$ cat config.mk
export PLATFORM = sky130hd
export DESIGN_NAME = debounce_bank
export DESIGN_NICKNAME = d
export VERILOG_FILES = /design/src/rtl/debounce_pkg.sv /design/src/rtl/debounce_chan.sv /design/src/rtl/debounce_bank.sv
export SDC_FILE = /design/constraint.sdc
export NUM_CORES = 1
export LEC_CHECK = 0
export BUFFER_PORTS_ARGS = -buffer_cell sky130_fd_sc_hd__buf_2
export CORE_MARGIN = 2
export CORE_UTILIZATION = 61
export DETAILED_ROUTE_END_ITERATION = 6
export GPL_TIMING_DRIVEN = 0
export PLACE_DENSITY_LB_ADDON = 0.08
export SLEW_MARGIN = 30
export SYNTH_ARGS = -nofsm -noshare
export SYNTH_HDL_FRONTEND = slang
export SYNTH_SLANG_ARGS = --single-unit
$ cat constraint.sdc
create_clock -name clk -period 3.85 [get_ports clk]
set_input_delay 0 -clock clk [delete_from_list [all_inputs] [get_ports clk]]
set_output_delay 0 -clock clk [all_outputs]
set_load 0.05 [all_outputs]
$ cat src/rtl/debounce_pkg.sv
// Shared types and sizing helpers for the key debouncer bank.
// Build option: DEBOUNCE_LONGPRESS_EN adds a per-channel long-press strobe.
package debounce_pkg;

  typedef enum logic {
    ST_STABLE,
    ST_CHECK
  } state_e;

  localparam int unsigned DEF_DEBOUNCE_CYCLES = 500000;
  localparam int unsigned DEF_LONG_CYCLES     = 50000000;

  function automatic int unsigned cnt_w(input int unsigned n);
    return (n < 2) ? 1 : $clog2(n);
  endfunction

  // Long counter must also hold the saturated value n itself.
  function automatic int unsigned long_w(input int unsigned n);
    return (n < 1) ? 1 : $clog2(n + 1);
  endfunction

endpackage

$ cat src/rtl/debounce_chan.sv
// One debouncer channel: 2-flop synchroniser, STABLE/CHECK FSM, strobes.
// With DEBOUNCE_LONGPRESS_EN a saturating long-press counter is added.
module debounce_chan
  import debounce_pkg::*;
#(
  parameter int unsigned DEBOUNCE_CYCLES = DEF_DEBOUNCE_CYCLES,
`ifdef DEBOUNCE_LONGPRESS_EN
  parameter int unsigned LONG_CYCLES     = DEF_LONG_CYCLES,
`endif
  parameter bit          ACTIVE_LOW      = 1'b1
) (
  input  logic clk,
  input  logic rst,
  input  logic key_in,
  output logic key_out,
  output logic key_press,
`ifdef DEBOUNCE_LONGPRESS_EN
  output logic key_long,
`endif
  output logic key_release
);

  localparam int unsigned CW = cnt_w(DEBOUNCE_CYCLES);
  localparam logic [CW-1:0] CNT_MAX = CW'(DEBOUNCE_CYCLES - 1);
  localparam logic REL_LVL = ACTIVE_LOW;

  logic sync1_q, sync2_q;
  logic s;

  state_e state_q, state_d;
  logic [CW-1:0] cnt_q, cnt_d;
  logic out_q, out_d;
  logic press_q, press_d;
  logic rel_q, rel_d;

  assign s = sync2_q ^ REL_LVL;

  always_comb begin
    state_d = state_q;
    cnt_d   = cnt_q;
    out_d   = out_q;
    press_d = 1'b0;
    rel_d   = 1'b0;
    unique case (state_q)
      ST_STABLE: begin
        if (s != out_q) begin
          state_d = ST_CHECK;
          cnt_d   = '0;
        end
      end
      ST_CHECK: begin
        if (s == out_q) begin
          state_d = ST_STABLE;
          cnt_d   = '0;
        end else if (cnt_q == CNT_MAX) begin
          out_d   = s;
          press_d = s;
          rel_d   = ~s;
          state_d = ST_STABLE;
          cnt_d   = '0;
        end else begin
          cnt_d = cnt_q + CW'(1);
        end
      end
    endcase
  end

  always_ff @(posedge clk) begin
    if (rst) begin
      sync1_q <= REL_LVL;
      sync2_q <= REL_LVL;
      state_q <= ST_STABLE;
      cnt_q   <= '0;
      out_q   <= 1'b0;
      press_q <= 1'b0;
      rel_q   <= 1'b0;
    end else begin
      sync1_q <= key_in;
      sync2_q <= sync1_q;
      state_q <= state_d;
      cnt_q   <= cnt_d;
      out_q   <= out_d;
      press_q <= press_d;
      rel_q   <= rel_d;
    end
  end

  assign key_out     = out_q;
  assign key_press   = press_q;
  assign key_release = rel_q;

`ifdef DEBOUNCE_LONGPRESS_EN
  localparam int unsigned LW = long_w(LONG_CYCLES);
  localparam logic [LW-1:0] LSAT  = LW'(LONG_CYCLES);
  localparam logic [LW-1:0] LFIRE = LW'(LONG_CYCLES - 1);

  logic [LW-1:0] lcnt_q, lcnt_d;
  logic long_q, long_d;

  // Parks at LSAT after firing so a held key strobes only once.
  always_comb begin
    lcnt_d = lcnt_q;
    long_d = 1'b0;
    if (!out_q) begin
      lcnt_d = '0;
    end else if (lcnt_q == LFIRE) begin
      lcnt_d = LSAT;
      long_d = 1'b1;
    end else if (lcnt_q != LSAT) begin
      lcnt_d = lcnt_q + LW'(1);
    end
  end

  always_ff @(posedge clk) begin
    if (rst) begin
      lcnt_q <= '0;
      long_q <= 1'b0;
    end else begin
      lcnt_q <= lcnt_d;
      long_q <= long_d;
    end
  end

  assign key_long = long_q;
`endif

endmodule

$ cat src/rtl/debounce_bank.sv
// N_KEYS independent debounce channels with press/release strobes.
// Build option: DEBOUNCE_LONGPRESS_EN adds key_long and LONG_CYCLES use.
module debounce_bank
  import debounce_pkg::*;
#(
  parameter int unsigned N_KEYS          = 4,
  parameter int unsigned DEBOUNCE_CYCLES = DEF_DEBOUNCE_CYCLES,
  parameter bit          ACTIVE_LOW      = 1'b1,
  parameter int unsigned LONG_CYCLES     = DEF_LONG_CYCLES
) (
  input  logic              clk,
  input  logic              rst,
  input  logic [N_KEYS-1:0] key_in,
  output logic [N_KEYS-1:0] key_out,
  output logic [N_KEYS-1:0] key_press,
`ifdef DEBOUNCE_LONGPRESS_EN
  output logic [N_KEYS-1:0] key_long,
`endif
  output logic [N_KEYS-1:0] key_release
);

  for (genvar i = 0; i < N_KEYS; i++) begin : g_chan
    debounce_chan #(
      .DEBOUNCE_CYCLES(DEBOUNCE_CYCLES),
`ifdef DEBOUNCE_LONGPRESS_EN
      .LONG_CYCLES    (LONG_CYCLES),
`endif
      .ACTIVE_LOW     (ACTIVE_LOW)
    ) u_chan (
      .clk        (clk),
      .rst        (rst),
      .key_in     (key_in[i]),
      .key_out    (key_out[i]),
      .key_press  (key_press[i]),
`ifdef DEBOUNCE_LONGPRESS_EN
      .key_long   (key_long[i]),
`endif
      .key_release(key_release[i])
    );
  end

`ifndef DEBOUNCE_LONGPRESS_EN
  // Long-press length has no hardware in this build.
  logic unused_long;
  assign unused_long = (LONG_CYCLES != 0);
`endif

endmodule

# Word-level counts from Yosys, hierarchy flattened

Cells that the tools add are included.

Output and inout bits: 12
Flip-flop bits (word level): 100
Logic and storage cells: 104
Input port bits: 6

Add/sub/neg operators: 4
Reductions and logical operators: 8
Multiplexer cells: 32
Eq/ne operators: 16
Bitwise logic cells: 16

Operators with widths:

| operator                                                                 | count |
|---|---|
| 19-bit two-way mux                                                       | 12 |
| 19-bit case mux with 2 select lines                                      | 4 |
| 19-bit by 1-bit adder with 19-bit output (second input constant)         | 4 |
| 19-bit equality test (second input constant)                             | 4 |
| 1-bit NOT                                                                | 16 |
| 4-bit OR reduction                                                       | 4 |
| 1-bit two-way mux                                                        | 12 |
| 3-bit AND reduction                                                      | 4 |
| 2-bit by 1-bit inequality test with 1-bit output (second input constant) | 4 |
| 1-bit case mux with 2 select lines                                       | 4 |
| 1-bit equality test                                                      | 4 |
| 1-bit inequality test                                                    | 4 |

# Depth between registers and ports, before layout

Depth in word-level cells: 4
Mapped depth: 8
Depth with buffers taken out: 6

# By module

Synthesis repeated with hierarchy kept, for this count alone.

Cells, all modules: 572
Area, all modules: 5,230.0 µm²

By module, submodules not included:

| module        | sequential area each (µm²) | cells each | times used | area an instance (µm²) |
|---|---|---|---|---|
| debounce_chan | 500.5                      | 143        | 4          | 1,307.5 |

# Worst setup path after synthesis

No wires, ideal clock.

Path type: register to register
Start: register g_chan[2].u_chan.cnt_q[9]
End: register g_chan[2].u_chan.cnt_q[8]
Cell stages (with the launch flop): 7
Data required time: 3.733 ns
Period minus slack after synthesis: 1.857 ns
Library setup time: 0.117 ns
Buffers on the path: 2
Setup slack: 1.993 ns
Arrival time: 1.740 ns
Path through: dfxtp_1 > or4_4 > nor4_4 > a211oi_2 > buf_6 > buf_6 > a22o_1

Longest elaborated chain between the ends: 4

Ends and longest elaborated chain:

| what                                | line                | source |
|---|---|---|
| start, declared                     | debounce_chan.sv:31 | `logic [CW-1:0] cnt_q, cnt_d;` |
| start signal, assigned              | debounce_chan.sv:81 | `cnt_q <= cnt_d;` |
| 19-bit equality test                | debounce_chan.sv:55 | `end else if (cnt_q == CNT_MAX) begin` |
| 19-bit two-way mux                  | debounce_chan.sv:55 |  |
| 19-bit two-way mux                  | debounce_chan.sv:52 | `if (s == out_q) begin` |
| 19-bit case mux with 2 select lines | debounce_chan.sv:44 | `unique case (state_q)` |

Every way passes these cells.
A chain may end at the register's enable or synchronous reset.

# Worst setup path in the final report

Start: register g_chan[0].u_chan.sync2_q
End: register g_chan[0].u_chan.cnt_q[18]

Longest elaborated chain between the ends: 4
Elaborated cells between the ends (all ways): 6
Classes of those cells: 3 x eq/ne; 2 x mux; 1 x bitwise

Ends and longest elaborated chain:

| what                                | line                | source |
|---|---|---|
| start, declared                     | debounce_chan.sv:27 | `logic sync1_q, sync2_q;` |
| start signal, assigned              | debounce_chan.sv:79 | `sync2_q <= sync1_q;` |
| 1-bit NOT (no line) *               | n/a                 |  |
| 1-bit equality test                 | debounce_chan.sv:52 |  |
| 19-bit two-way mux                  | debounce_chan.sv:52 |  |
| 19-bit case mux with 2 select lines | debounce_chan.sv:44 |  |
| end signal, assigned                | debounce_chan.sv:81 |  |
| end, declared                       | debounce_chan.sv:31 |  |

Mark *: on every way between the ends. The rest lies on a longest branch, timed or not.

==> reports/qor.yml <==
clocking:
  postCtsSetupRepairBufs: 0
  root_buffer: "clkbuf_8"
  ctsHtreeMaxLevel: 3
  cts_buffer_depth: 2
  clkLatencyLatePin_ps: 360
  cts_buffers: 9
  clkTransAtPathRegs_ps: 100
  cts_tree: "built"
  cts-resized-gates: 0
  clock_sinks: 100
synthesis:
  yosys_most_used_dff: "dfxtp_1"
  syn_nets: 592
  syn_area_sq_um: 4880
  synth_seq_area_share_pct: 41.0
  synthesis.instances: 582
  async_flop_share_pct: 0
  avgSynthCellArea_sq_um: 8.38
  ys_seq_elements: 100
  yosysUniqueCellTypes: 54
  synth-edff-count: 0
  ys_warn_count: 0
routing:
  viasPerCell: 6.10
  top_layer_used: "met4"
  first_pass_iters: 4
  routed-wl-met2_microns: 4890
  totalWireLength_microns: 10300
  drc: 0
  ant_nets: 0
  wl_per_cell_microns: 14.3
  wl_met1_microns: 4880
  route.vias.total: 4396
  wl_met3_microns: 448
  dr.first_iter.drc_count: 145
worst_setup_path:
  crit-reg2reg-launch: "g_chan[0].u_chan.sync2_q$_SDFF_PP1_"
  crit_path_max_incr_delay_ps: 500
  r2r_cells: 6
  crit_path_end_kind: "flop"
  cp_max_fo: 10
  cp.required_ps: 4150
  cp_top_family: "XOR/XNOR gates"
  r2r_slack_ps: 1620
  crit_slowest_cell: "xnor2_1"
  path_cells: "xnor2_1, nand3b_1, a21oi_1, clkbuf_1, nand4_1, mux2i_1"
  start_kind: "flop"
  critPathLaunch: "g_chan[0].u_chan.sync2_q$_SDFF_PP1_"
  critical_path_class: "flop to flop"
  cp.arrival_ps: 2530
  timing.rr.end: "g_chan[0].u_chan.cnt_q[18]$_SDFFE_PP0P_"
  crit_buf_inv: 1
pwr:
  finalPower_uw: 1900
  p_leak_uw: 0.00194
  ir_worst_vdd_uv: 243
  cellPowerDensity_nw_per_um2: 354
global_routing:
  grt-ovfl-total: 0
  globalRouteTotalUtil_pct: 25.0
  grt_pass1_wl_microns: 18000
  antenna_found_initial: 0
  first_global_vias: 3982
  grt_max_degree: 17
sta:
  rsz0062_at_grt: "no"
  finalCritPeriodShare_pct: 58.0
  tns_ps: 0
  hold_viol: 0
  period_minus_slack_ps: 2230
  fmax_ghz: 0.448
  finalSetupViolations: 0
  hold_ws_ps: 39.8
  tightest_slew_ps: 764
  slew_headroom_pct: 48.6
  maxSlewViolCount: 0
  skew_ps: 12.6
  layout_setup_ws_ps: 1620
cells_and_area:
  seqCellArea_sq_um: 2000
  area_growth_pct: 10.3
  layout-drive-gt1-share_pct: 11.5
  diodes: 0
  final_core_util_pct: 69.7
  multi_input_area_sq_um: 2640
  layout_common_cells: "dfxtp_1 (100), nand2_1 (60), a21oi_1 (44), nor2_1 (40), nand3_1 (31)"
  final_common_cell: "dfxtp_1"
  fillers: 620
  nets: 624
die:
  initial_core_util_pct: 63.1
  pin_count: 18
  fp.dieH_microns: 93.4
  die-area_sq_um: 8730
  fp-row-count: 32
  core-area_sq_um: 7730
  die_x_microns: 93.4
worst_hold_path:
  holdPathStages: 3
  min-delay-start: "rst"
  whs_endpoint: "g_chan[3].u_chan.key_press$_SDFF_PP0_"
  hold_class: "input pin to flop"
run:
  cap_violations: 0
place:
  dp_hpwl_microns: 7110
  place_ws_ps: 1660
  place_congestion: 0.879
  numPortBuffers: 17
outcome:
  status: "completed"
==> cell usage after synthesis (all sizes together), types with 3 or more instances <==
master | number | area [sq um]
a21o | 6 | 45.0
a21oi | 44 | 220
a22o | 10 | 87.6
a22oi | 3 | 22.5
a31oi | 29 | 181
and2 | 8 | 50.1
and3 | 16 | 100
and4 | 14 | 123
buf | 21 | 146
clkbuf | 17 | 63.8
dfxtp | 100 | 2000
ha | 4 | 50.1
inv | 10 | 37.5
mux2i | 14 | 140
nand2 | 60 | 225
nand2b | 11 | 68.8
nand3 | 31 | 155
nand3b | 4 | 30.0
nand4 | 19 | 119
nand4b | 4 | 35.0
nor2 | 40 | 150
nor3 | 17 | 85.1
nor4 | 3 | 33.8
nor4b | 6 | 52.6
o21a | 3 | 22.5
o21ai | 30 | 150
or2 | 12 | 75.1
or3 | 7 | 43.8
xnor2 | 10 | 95.1
xor2 | 6 | 52.6
==> stage by stage <==
stage / instances / area, sq um
after floorplan: 582 / 4880
after global placement: 701 / 5090
after detailed placement: 701 / 5090
after CTS: 721 / 5370
after global routing: 721 / 5380
final: 721 / 5380
==> what timing repair did <==
action / 4_1_cts / 5_1_grt
setup endpoints to repair: 0 / 0
hold buffers: 4 / 0
hold endpoints to repair: 4 / 0
==> kinds of logic after synthesis <==
| logic type | count (synthesis) | share of synthesized area [%] |
|---|---|---|
| AND/OR/NAND/NOR | 261 | 29.4 |
| flip-flops | 100 | 41.0 |
| adder cells (fa/ha/maj) | 4 | 1.03 |
| XOR/XNOR | 16 | 3.03 |
| AO/OA/AOI/OAI | 139 | 17.6 |
| buffers and inverters | 48 | 5.08 |
| multiplexers | 14 | 2.87 |
==> metal layers <==
layer / vias up / global-route usage (%)
met3: 17 / 5.56
li1: 2196 / -
met2: 104 / 40.8
met4: 0 / 8.09
met5: - / 0
met1: 2079 / 32.9
==> worst max-delay path by stage <==
stage,endpoint,cells past startpoint
finish,g_chan[0].u_chan.cnt_q[18]$_SDFFE_PP0P_,6
global route,g_chan[0].u_chan.cnt_q[18]$_SDFFE_PP0P_,6
detailed placement,g_chan[1].u_chan.cnt_q[9]$_SDFFE_PP0P_,7
floorplan,g_chan[2].u_chan.cnt_q[8]$_SDFFE_PP0P_,6
global placement,g_chan[1].u_chan.cnt_q[16]$_SDFFE_PP0P_,7
CTS,g_chan[1].u_chan.cnt_q[16]$_SDFFE_PP0P_,7
==> tightest hold or removal path, cell delays in order <==
cell      delay (ps)
buf_2            110
nand3b_1         180
nor3_1            70
==> power breakdown <==
| group | total (uW) | switching [uW] | internal [uW] |
|---|---|---|---|
| clock | 799 | 366 | 433 |
| combinational | 62.2 | 40.2 | 22.0 |
| sequential | 1040 | 3.55 | 1040 |
| total | 1900 | 410 | 1490 |
==> sequential cells by signal, indices dropped and copies added, names as in the netlist <==
name / cells
g_chan.u_chan.key_out: 4
g_chan.u_chan.sync2_q: 4
g_chan.u_chan.key_release: 4
g_chan.u_chan.state_q: 4
g_chan.u_chan.key_press: 4
g_chan.u_chan.cnt_q: 76
g_chan.u_chan.sync1_q: 4
==> cell type report <==
| class | instances | area share (%) |
|---|---|---|
| Multi-Input combinational cell | 434 | 49.0 |
| Sequential cell | 100 | 37.2 |
| Buffer | 38 | 3.91 |
| Clock buffer | 10 | 2.37 |
| Tap cell | 102 | 2.37 |
| Timing Repair Buffer | 21 | 2.32 |
| Clock inverter | 6 | 2.09 |
| Inverter | 10 | 0.697 |
Power figures use the tool's default switching activity.
